<file path="config.mk">
export PLATFORM = sky130hd
export DESIGN_NAME = iexecute
export DESIGN_NICKNAME = d
export VERILOG_FILES = /design/src/rtl/pipeline_pkg.sv /design/src/rtl/alu.sv /design/src/rtl/iexecute.sv
export SDC_FILE = /design/constraint.sdc
export NUM_CORES = 1
export LEC_CHECK = 0
export ABC_AREA = 1
export CAP_MARGIN = 20
export CORE_MARGIN = 10
export CORE_UTILIZATION = 25
export CTS_BUF_LIST = sky130_fd_sc_hd__clkbuf_16
export DETAILED_ROUTE_END_ITERATION = 12
export GPL_TIMING_DRIVEN = 0
export PLACE_DENSITY_LB_ADDON = 0.15
export SKIP_LAST_GASP = 1
export SLEW_MARGIN = 20
export SYNTH_ARGS = -nofsm -noshare
export SYNTH_HDL_FRONTEND = slang
export SYNTH_SLANG_ARGS = --single-unit
</file>
<file path="constraint.sdc">
create_clock -name clk -period 13.7 [get_ports clk]
set_input_delay 2.74 -clock clk [delete_from_list [all_inputs] [get_ports clk]]
set_output_delay 2.74 -clock clk [all_outputs]
set_load 0.02 [all_outputs]
</file>
<file path="src/rtl/pipeline_pkg.sv">
// Shared pipeline encodings: ALU operations, result sources and forward selects.
// The optional operand-forwarding path in iexecute is enabled by IEXECUTE_FORWARD_EN.
package pipeline_pkg;

  typedef enum logic [2:0] {
    ALU_ADD = 3'b000,
    ALU_SUB = 3'b001,
    ALU_AND = 3'b010,
    ALU_OR  = 3'b011,
    ALU_XOR = 3'b100,
    ALU_SLT = 3'b101,
    ALU_SLL = 3'b110,
    ALU_SRL = 3'b111
  } alu_op_t;

  localparam logic [1:0] RES_ALU = 2'b00;
  localparam logic [1:0] RES_MEM = 2'b01;
  localparam logic [1:0] RES_PC4 = 2'b10;

  localparam logic [1:0] FWD_RF = 2'b00;
  localparam logic [1:0] FWD_W  = 2'b01;
  localparam logic [1:0] FWD_M  = 2'b10;

endpackage

</file>
<file path="src/rtl/alu.sv">
// Combinational RV32I ALU: result plus zero flag, arithmetic wraps modulo 2^XLEN.
module alu
  import pipeline_pkg::*;
#(
  parameter int unsigned XLEN = 32
) (
  input  logic [XLEN-1:0] a,
  input  logic [XLEN-1:0] b,
  input  alu_op_t         op,
  output logic [XLEN-1:0] result,
  output logic            zero
);

  localparam int unsigned SHW = $clog2(XLEN);

  logic [SHW-1:0] shamt;
  assign shamt = b[SHW-1:0];

  // Operation select; slt compares as signed two's complement.
  always_comb begin
    result = '0;
    case (op)
      ALU_ADD: result = a + b;
      ALU_SUB: result = a - b;
      ALU_AND: result = a & b;
      ALU_OR:  result = a | b;
      ALU_XOR: result = a ^ b;
      ALU_SLT: result = XLEN'($signed(a) < $signed(b));
      ALU_SLL: result = a << shamt;
      ALU_SRL: result = a >> shamt;
      default: result = '0;
    endcase
  end

  assign zero = (result == '0);

endmodule

</file>
<file path="src/rtl/iexecute.sv">
// Execute stage: operand muxing, ALU, branch/jump resolution and the EX/MEM register.
// Optional macro IEXECUTE_FORWARD_EN adds forwarding inputs for both ALU operands.
module iexecute
  import pipeline_pkg::*;
#(
  parameter int unsigned XLEN   = 32,
  parameter int unsigned REG_AW = 5
) (
  input  logic              clk,
  input  logic              reset,
  input  logic              StallM,
  input  logic              FlushM,
  input  logic              RegWriteE,
  input  logic              MemWriteE,
  input  logic              JumpE,
  input  logic              BranchE,
  input  logic              ALUSrcE,
  input  logic [1:0]        ResultSrcE,
  input  logic [2:0]        ALUControlE,
  input  logic [REG_AW-1:0] RdE,
  input  logic [XLEN-1:0]   PCE,
  input  logic [XLEN-1:0]   RD1E,
  input  logic [XLEN-1:0]   RD2E,
  input  logic [XLEN-1:0]   ImmExtE,
  input  logic [XLEN-1:0]   PCPlus4E,
`ifdef IEXECUTE_FORWARD_EN
  input  logic [1:0]        ForwardAE,
  input  logic [1:0]        ForwardBE,
  input  logic [XLEN-1:0]   ALUResultFwdM,
  input  logic [XLEN-1:0]   ResultW,
`endif
  output logic              PCSrcE,
  output logic [XLEN-1:0]   PCTargetE,
  output logic              RegWriteM,
  output logic              MemWriteM,
  output logic [1:0]        ResultSrcM,
  output logic [REG_AW-1:0] RdM,
  output logic [XLEN-1:0]   ALUResultM,
  output logic [XLEN-1:0]   WriteDataM,
  output logic [XLEN-1:0]   PCPlus4M
);

  logic [XLEN-1:0] srcAE;
  logic [XLEN-1:0] rd2FwdE;
  logic [XLEN-1:0] srcBE;
  logic [XLEN-1:0] aluResultE;
  logic            zeroE;

  // Operand selection; the forwarded RD2 also becomes the store data.
  always_comb begin
    srcAE   = RD1E;
    rd2FwdE = RD2E;
`ifdef IEXECUTE_FORWARD_EN
    case (ForwardAE)
      FWD_W:   srcAE = ResultW;
      FWD_M:   srcAE = ALUResultFwdM;
      default: srcAE = RD1E;
    endcase
    case (ForwardBE)
      FWD_W:   rd2FwdE = ResultW;
      FWD_M:   rd2FwdE = ALUResultFwdM;
      default: rd2FwdE = RD2E;
    endcase
`endif
    srcBE = ALUSrcE ? ImmExtE : rd2FwdE;
  end

  alu #(.XLEN(XLEN)) uAlu (
    .a      (srcAE),
    .b      (srcBE),
    .op     (alu_op_t'(ALUControlE)),
    .result (aluResultE),
    .zero   (zeroE)
  );

  // Branch/jump redirect back to fetch, unaffected by stall or flush.
  assign PCSrcE    = (BranchE & zeroE) | JumpE;
  assign PCTargetE = PCE + ImmExtE;

  // EX/MEM register: reset > flush > stall > load.
  always_ff @(posedge clk) begin
    if (reset || FlushM) begin
      RegWriteM  <= 1'b0;
      MemWriteM  <= 1'b0;
      ResultSrcM <= '0;
      RdM        <= '0;
      ALUResultM <= '0;
      WriteDataM <= '0;
      PCPlus4M   <= '0;
    end else if (!StallM) begin
      RegWriteM  <= RegWriteE;
      MemWriteM  <= MemWriteE;
      ResultSrcM <= ResultSrcE;
      RdM        <= RdE;
      ALUResultM <= aluResultE;
      WriteDataM <= rd2FwdE;
      PCPlus4M   <= PCPlus4E;
    end
  end

endmodule

</file>
==> results_dict.tcl, run 1 <==
set metrics [dict create \
    status "completed" \
    p_clk_frac 0.188 \
    clock_latency_ps 370 \
    cts_resized 0 \
    root_buffer "clkbuf_16" \
    setup_viol 0 \
    post-route-drc-count 0 \
    first_pass_iters 6 \
    wl_met2_mm 42.7 \
    synth_warnings 0 \
    synthesis.area_um2 15500 \
    start_util 0.252 \
    hold_start "WriteDataM[30]" \
    nets 3487 \
    grt_pass1_vias 19500 \
    synthArstFlopShare 0 \
    synthCells 2850 \
    core.rowCount 91 \
    avgSynthCellArea_um2 5.43 \
    viasPerCell 5.20 \
    path_clk_slew_ps 70 \
    synth.most_common_cell "nand2_1" \
    switching_share 0.504 \
    r2r_start "ALUResultM[6]" \
    hold_class "register to register" \
    fmax_ghz 0.0938 \
    tns_ps 0 \
    p_comb_frac 0.600 \
    yosys_most_used_dff "dfxtp_1" \
    yosysUniqueCellTypes 45 \
    cts_hold_buffers 0 \
    post_cts_buffers 0 \
    drt_iter0_drc 2414 \
    seq_power_share 0.212 \
    rsz0062_at_grt "false" \
    drt_wl_total_mm 97.3 \
    portBuffers 314 \
    cp-end-kind "output port" \
    grt_pass1_wl_mm 137 \
    switchingPower_mw 0.769 \
    cts_buffers 9 \
    cts_htree_levels 3 \
    arrival_ps 7920 \
    power_density_nw_per_um2 76.5 \
    track_usage 0.260 \
    area_growth_pct 28.9 \
    wl_per_cell_um 24.5 \
    dr_total_vias 20700 \
    ios 317 \
    min_period_over_period 0.778 \
    drive_gt1_frac 0.0409 \
    synth_edf_count 0 \
    ant_nets 0 \
    clock_sinks 105 \
    cp.required_ps 10960 \
    wl_met3_mm 10.3 \
    tightest_slew_ps 1200 \
    synthTopCellsByArea "nand2_1, nand3_1, dfxtp_1" \
    finalHoldViolCount 0 \
    clockBufferDepth 2 \
    ys_seq_elements 105 \
    die_w_um 269 \
    seq_area_frac_synth 0.136 \
    die_y_um 269 \
    utilization 0.324 \
    slew_viol_final 0 \
    fin_crit_ps 10660 \
    yosysTopAreaCell "nand2_1" \
    top_layer "met5" \
    internal_power_mw 0.756 \
    dp_hpwl_mm 83.2 \
    dieArea_um2 72200 \
    finClkSkew_ps 0 \
    finalWeightedCongestion 1.03 \
    crit_fanout 11 \
    cellLeakagePower_nw 9.63 \
    cp-startpoint "RD2E[3]" \
    ir_drop_mv 0.0544 \
    critPathKind "input port to output port" \
    drt-met1-wl_mm 39.2 \
    syn_nets 3161 \
    max-cap-violations 0 \
    slew_headroom 0.189 \
    grt_antenna_before_repair 8 \
    core_area_um2 61500 \
    synth.top_cell.area_share 0.210 \
    gr-total-overflow 0 \
    critPathLaunchType "input port" \
    grt_start_max_net_pins 21 \
    cts_tree "built" \
    synth_common_cells "nand2_1, nand3_1, inv_1" \
]
final timing paths:
path              slack [ps]             end  cells after the start
hold reg to reg          470  WriteDataM[30]                      2
hold / removal           470  WriteDataM[30]                      2
setup reg to reg       12940   ALUResultM[6]                      2
setup / recovery        3040          PCSrcE                     23
per-layer routing:
metal,track usage,vias to the layer above
li1,-,9951
met1,0.323,9519
met2,0.411,1010
met3,0.0749,182
met4,0.118,14
met5,0,-
area by class of cell:
cell class | instances | area, um^2
fillers | 7215 | 41500
multi-input cells | 2262 | 11400
repair buffers | 315 | 3150
flip-flops and latches | 105 | 2100
inverters | 355 | 1340
well taps | 790 | 988
plain buffers | 128 | 624
clock buffers | 9 | 225
clock inverters | 7 | 95.1
diodes | 2 | 5.00
through the flow:
stage	cell area [um^2]	power, mW	cells	setup slack (ps)	hold slack (ps)
2_1_floorplan	15500	0.835	2850	5410	535
3_3_place_gp	19600	1.23	3954	3070	443
3_5_place_dp	19600	1.22	3955	3140	454
4_1_cts	19900	1.52	3971	3130	468
5_1_grt	19900	1.62	3971	2780	484
6_report	19900	1.52	3973	3040	467
critical path, cell delays in order:
cell and delay [ps]:
clkdlybuf4s50_1 450, o21ai_2 540, clkbuf_1 570, ha_1 350, buf_2 190, nor2_1 310, nand2_1 130, inv_1 70
nand2_1 60, nand2_1 240, nand2_1 80, nand3_1 70, nand2_1 150, nor2_1 140, nand3_1 80, nor2_1 380
nand2_1 90, nor2_1 120, nand2_1 170, nor2_1 190, nand3_1 90, nand2_1 60, clkdlybuf4s50_1 600
flip-flops by register name (all words and copies together), names as in the netlist:
| signal | count |
|---|---|
| PCPlus4M | 32 |
| WriteDataM | 32 |
| RegWriteM | 1 |
| ALUResultM | 32 |
| ResultSrcM | 2 |
| MemWriteM | 1 |
| RdM | 5 |
power by group through the flow:
stage / registers, mW / logic (mW) / clock network [mW]
after floorplan: 0.343 / 0.492 / 0
after global routing: 0.324 / 0.979 / 0.313
after CTS: 0.323 / 0.894 / 0.299
after global placement: 0.330 / 0.896 / 0
final: 0.323 / 0.915 / 0.287
after detailed placement: 0.330 / 0.889 / 0
cells by family after synthesis:
| logic type | synth area share |
|---|---|
| AND/OR/NAND/NOR | 0.462 |
| XOR/XNOR | 0.0170 |
| flip-flops | 0.136 |
| AO/OA/AOI/OAI | 0.150 |
| buffers and inverters | 0.127 |
| adder cells (fa/ha/maj) | 0.108 |
cells in the final DEF (no fill, tap or decap), types with 4 or more instances in the layout:
master	netlist	routed
clkbuf_1	58	58
a221oi_1	7	7
a21oi_1	221	221
xor2_1	19	19
o21ai_0	105	99
a31oi_1	8	8
inv_1	346	346
dfxtp_1	105	105
buf_4	9	10
a21boi_0	5	5
nand2_1	864	864
nor2_1	244	244
o221ai_1	6	6
nor3_1	29	29
clkbuf_16	0	9
nand3_1	462	462
clkdlybuf4s50_1	0	314
o21bai_1	10	10
o211ai_1	21	21
buf_6	6	6
buf_2	52	52
o21ai_1	5	11
ha_1	129	129
o22ai_1	16	16
inv_2	5	5
or2_2	28	28
a21o_1	4	4
xnor2_1	11	11
nand4_1	38	38
(Power assumes the default switching activity.)
==> inputs of run 2 (changes only) <==
Clock period 13.7 ns to 9.1 ns, I/O delays scaled along.
==> results of run 2 <==
Same layout as run 1 (identical final DEF). Status: completed.
Among the figures that moved: setup slack after placement 3140 ps -> 382 ps; setup slack after layout 3040 ps -> 284 ps; register-to-register setup slack 12940 ps -> 8340 ps; total power 1.52 mW -> 2.30 mW; worst IR drop on VDD 0.0544 mV -> 0.0819 mV
